## src/rtl/shift_unit_iter.sv

```systemverilog
// Iterative barrel shifter (SLL/SRL/SRA/ROR). It resolves STAGES_PER_CYCLE log2 stages
// per clock, MSB stage first, and uses valid/ready handshakes on input and output.
module shift_unit_iter #(
    parameter int WIDTH            = 32,
    parameter int SHAMT_W          = 5,
    parameter int STAGES_PER_CYCLE = 2
) (
    input  logic               clock,
    input  logic               reset_n,
    input  logic               flush,
    input  logic               in_valid,
    output logic               in_ready,
    input  logic [WIDTH-1:0]   in_data,
    input  logic [SHAMT_W-1:0] in_shamt,
    input  logic [1:0]         in_mode,
    output logic               out_valid,
    input  logic               out_ready,
    output logic [WIDTH-1:0]   out_data
);
    localparam int NUM_STEPS = (SHAMT_W + STAGES_PER_CYCLE - 1) / STAGES_PER_CYCLE;
    localparam int STEP_W    = (NUM_STEPS > 1) ? $clog2(NUM_STEPS) : 1;
    localparam logic [STEP_W-1:0] LAST_STEP = STEP_W'(NUM_STEPS - 1);

    typedef enum logic [1:0] {S_IDLE, S_SHIFT, S_DONE} state_t;

    state_t              state_q, state_d;
    logic [STEP_W-1:0]   step_q, step_d;
    logic [WIDTH-1:0]    data_q, data_d;
    logic [SHAMT_W-1:0]  shamt_q, shamt_d;
    logic [1:0]          mode_q, mode_d;
    logic [WIDTH-1:0]    out_data_q, out_data_d;

    // chain[SHAMT_W] is the partial result. Each stage applies its fixed shift only
    // when its own step is current and its shamt bit is set. Otherwise it passes the value through.
    logic [WIDTH-1:0] chain [0:SHAMT_W];
    assign chain[SHAMT_W] = data_q;

    for (genvar gi = 0; gi < SHAMT_W; gi++) begin : g_stage
        localparam int AMT = 1 << gi;
        localparam logic [STEP_W-1:0] OWN_STEP = STEP_W'((SHAMT_W - 1 - gi) / STAGES_PER_CYCLE);
        logic [WIDTH-1:0] shifted;

        always_comb begin
            unique case (mode_q)
                2'b00:   shifted = chain[gi+1] << AMT;
                2'b01:   shifted = chain[gi+1] >> AMT;
                2'b10:   shifted = $signed(chain[gi+1]) >>> AMT;
                default: shifted = (chain[gi+1] >> AMT) | (chain[gi+1] << (WIDTH - AMT));
            endcase
        end

        assign chain[gi] = (shamt_q[gi] && (step_q == OWN_STEP)) ? shifted : chain[gi+1];
    end

    always_ff @(posedge clock) begin
        if (!reset_n) begin
            state_q    <= S_IDLE;
            step_q     <= '0;
            data_q     <= '0;
            shamt_q    <= '0;
            mode_q     <= '0;
            out_data_q <= '0;
        end else begin
            state_q    <= state_d;
            step_q     <= step_d;
            data_q     <= data_d;
            shamt_q    <= shamt_d;
            mode_q     <= mode_d;
            out_data_q <= out_data_d;
        end
    end

    always_comb begin
        state_d    = state_q;
        step_d     = step_q;
        data_d     = data_q;
        shamt_d    = shamt_q;
        mode_d     = mode_q;
        out_data_d = out_data_q;

        unique case (state_q)
            S_IDLE: begin
                if (in_valid) begin
                    data_d  = in_data;
                    shamt_d = in_shamt;
                    mode_d  = in_mode;
                    step_d  = '0;
                    state_d = S_SHIFT;
                end
            end
            S_SHIFT: begin
                data_d = chain[0];
                step_d = step_q + STEP_W'(1);
                if (step_q == LAST_STEP) begin
                    out_data_d = chain[0];
                    step_d     = '0;
                    state_d    = S_DONE;
                end
            end
            S_DONE: begin
                if (out_ready) begin
                    state_d = S_IDLE;
                end
            end
            default: state_d = S_IDLE;
        endcase

        // Flush drops the op. out_data keeps its last value, but out_valid will not assert for it.
        if (flush) begin
            state_d = S_IDLE;
            step_d  = '0;
        end
    end

    assign in_ready  = reset_n && (state_q == S_IDLE);
    assign out_valid = reset_n && (state_q == S_DONE);
    assign out_data  = out_data_q;

endmodule

```

## config.mk

```make
export PLATFORM = sky130hd
export DESIGN_NAME = shift_unit_iter
export DESIGN_NICKNAME = d
export VERILOG_FILES = /design/src/rtl/shift_unit_iter.sv
export SDC_FILE = /design/constraint.sdc
export NUM_CORES = 1
export LEC_CHECK = 0
export ABC_AREA = 1
export ABC_CLOCK_PERIOD_IN_PS = 4650
export CORE_MARGIN = 2
export CORE_UTILIZATION = 55
export DETAILED_ROUTE_END_ITERATION = 6
export DONT_BUFFER_PORTS = 1
export GPL_TIMING_DRIVEN = 0
export PLACE_DENSITY = 0.74
export SYNTH_ARGS = -nofsm -noshare
export SYNTH_HDL_FRONTEND = slang
export SYNTH_SLANG_ARGS = --single-unit
```

## constraint.sdc

```tcl
create_clock -name clock -period 4.65 [get_ports clock]
set_input_delay 0.93 -clock clock [delete_from_list [all_inputs] [get_ports clock]]
set_output_delay 0.93 -clock clock [all_outputs]
set_load 0.005 [all_outputs]
```

==> flow_summary.ini <==
[floorplanning]
die_w_um = 110.9
die_area_um2 = 12300
rows = 39
die-height_um = 110.9
ioPinCount = 78
core_um2 = 11270
start_util = 0.5576

[worst_setup_path]
worstPathMaxFanout = 10
path_buf_inv = 2
crit_path_start_kind = register
crit_slowest_cell = a31oi_1
endpoint_kind = register
critical_path.max_stage_delay_ns = 0.40
path_class = register to register
path_delay_family = compound AO/OA/AOI/OAI gates
cp.required_ns = 4.86
crit_chain = inv_1, nand2_2, nor2_4, buf_6, nor2_1, a31oi_1, o21ai_0, a21oi_2, nand2_1, nand2_1, nand3_1, nand2_1, nand3_1, a21oi_1, nor2_1
crit_arrival_ns = 3.24
crit_top_cell = nand2_1

[global_route]
first_global_vias = 7392
grt_max_degree = 13
grt_pass1_wl_um = 41440
grt_overflow = 0
antenna_found_initial = 0
grt_use_total = 0.4372

[route]
wl_per_cell_um = 22.26
viasPerCell = 6.458
vias = 7976
drt-total-wl_um = 27500
drtIter0Drc = 1045
route.detailed.drc = 2
first_pass_iters = 7
ant_nets = 0

[clocking]
cts_tree = done
clock_latency_ns = 0.34
cts_resized = 0
cts_setup_buffers = 0
holdBufCountCts = 0
ctsLongestPathBuffers = 2
cts_sinks = 75
cts_root_buf = clkbuf_16
h-tree-depth = 3
cts_inserted_buffers = 9
path_clk_slew_ns = 0.06

[finish]
postLayoutCoreUtil = 0.6028
finalInstanceArea_um2 = 6795
synthToLayoutAreaGrowth_pct = 8.123
nets = 1132
layout-drive-gt1-share = 0.09890
antenna_cells = 0

[synth]
yosysMostFrequentCell = nand2_1
avgSynthCellArea_um2 = 5.835
synth_cell_types = 44
synth_area_leaders = dfxtp_1, nand2_1, nand3_1
netlist_area_um2 = 6285
synth_edf_count = 0
syn-instance-count = 1077
ys_top_cells_by_count = nand2_1, nor2_1, nand3_1
yosysTopAreaCell = dfxtp_1
yosysSeqAreaShare = 0.2389
synthFlopType = dfxtp_1
synth-seq-cells = 75
synthesis.nets = 1121
synth_warnings = 0
async_flop_share = 0
synth_top_area_share = 0.2389

[sta]
max_freq_ghz = 0.3298
setup_viol = 0
hold_ws_ns = 0.4872
period_share = 0.6520
slew_headroom = 0.5079
skew_ns = 0.006270
period_minus_slack_ns = 3.032
rsz0062_at_grt = no
slew_violations = 0
tightest_slew_ns = 0.7304
tns_ns = 0
finalHoldViolations = 0

[placed_design]
io_buffers = 0
gp_congestion = 1.058
dp_hpwl_um = 21610
place_area_um2 = 6464

[power]
ir_worst_vdd_uv = 328.3
clkPwrFrac = 0.369
p_sw_frac = 0.3579
p_comb_frac = 0.309
power.leakage_nw = 3.040
power_frac_seq = 0.322
p_int_mw = 1.372
power_density_nw_per_um2 = 314.5
netSwitchingPower_mw = 0.7647

[status]
violations = design-rule violations
status = finished with violations

[run]
max-cap-violations = 0

[min_path]
min_path_type = register to register
[final timing paths]
path | startpoint | endpoint | slack [ns] | cells past startpoint
max | step_q[1]$_SDFFE_PP0P_ | data_q[8]$_SDFFE_PN0P_ | 1.62 | 15
min | shamt_q[1]$_SDFFE_PN0P_ | shamt_q[1]$_SDFFE_PN0P_ | 0.49 | 2
max reg2reg | step_q[1]$_SDFFE_PP0P_ | data_q[8]$_SDFFE_PN0P_ | 1.62 | 15
min reg2reg | shamt_q[1]$_SDFFE_PN0P_ | shamt_q[1]$_SDFFE_PN0P_ | 0.49 | 2
[stage by stage]
stage / power [mW] / instances / worst slack, ns
floorplan: 1.124 / 1077 / 2.326
global placement: 1.327 / 1220 / 1.760
detailed placement: 1.326 / 1220 / 1.758
CTS: 2.100 / 1235 / 1.731
global route: 2.196 / 1235 / 1.537
finish: 2.137 / 1235 / 1.618
[layout make-up]
class	count	area, um2
Sequential cell	75	1501
Tap cell	143	178.9
Multi-Input combinational cell	852	4114
Clock inverter	5	102.6
Fill cell	1158	4477
Inverter	84	315.3
Buffer	66	354.1
Clock buffer	10	229.0
[placed cells by master (no fill, tap or decap), types with 28 or more instances in the layout]
cell and instances:
nand2_1 310, nor2_1 117, nand3_1 108, o21ai_0 88
inv_1 77, dfxtp_1 75, nand4_1 73, a21oi_1 41
clkbuf_1 30, o21ai_1 28
[state kept, by name, summed over array words and instances, names as in the netlist]
register  count
mode_q        2
out_data     32
step_q        2
data_q       32
shamt_q       5
state_q       2
[logic make-up after synthesis]
logic type | after synthesis | synth area share
simple gates | 653 | 0.4686
compound gates | 199 | 0.1859
flops | 75 | 0.2389
buf+inv | 150 | 0.1065
[power groups by stage]
stage               registers, mW  logic, mW  clock network, mW
floorplan                   0.695      0.429                  0
global placement            0.700      0.627                  0
detailed placement          0.701      0.625                  0
CTS                         0.687      0.629              0.784
global route                0.691      0.700              0.805
finish                      0.688      0.661              0.788
[worst register-to-register path: cells and delay by family (launching register included)]
family | cells | cell delay [ns]
buffers and inverters | 2 | 0.30
AOI/OAI and AO/OA | 4 | 1.13
and+or+nand+nor | 9 | 1.11
DFF | 1 | 0.37
[routing by layer]
layer / global-route usage / vias to the layer above / share of wire
met5: 0 / - / 0
met3: 0.1093 / 128 / 0.12
met4: 0.3225 / 0 / 0.082
met1: 0.5464 / 3646 / 0.38
li1: - / 3644 / -
met2: 0.6503 / 558 / 0.42
No activity file was read; power rests on OpenSTA's default activity.
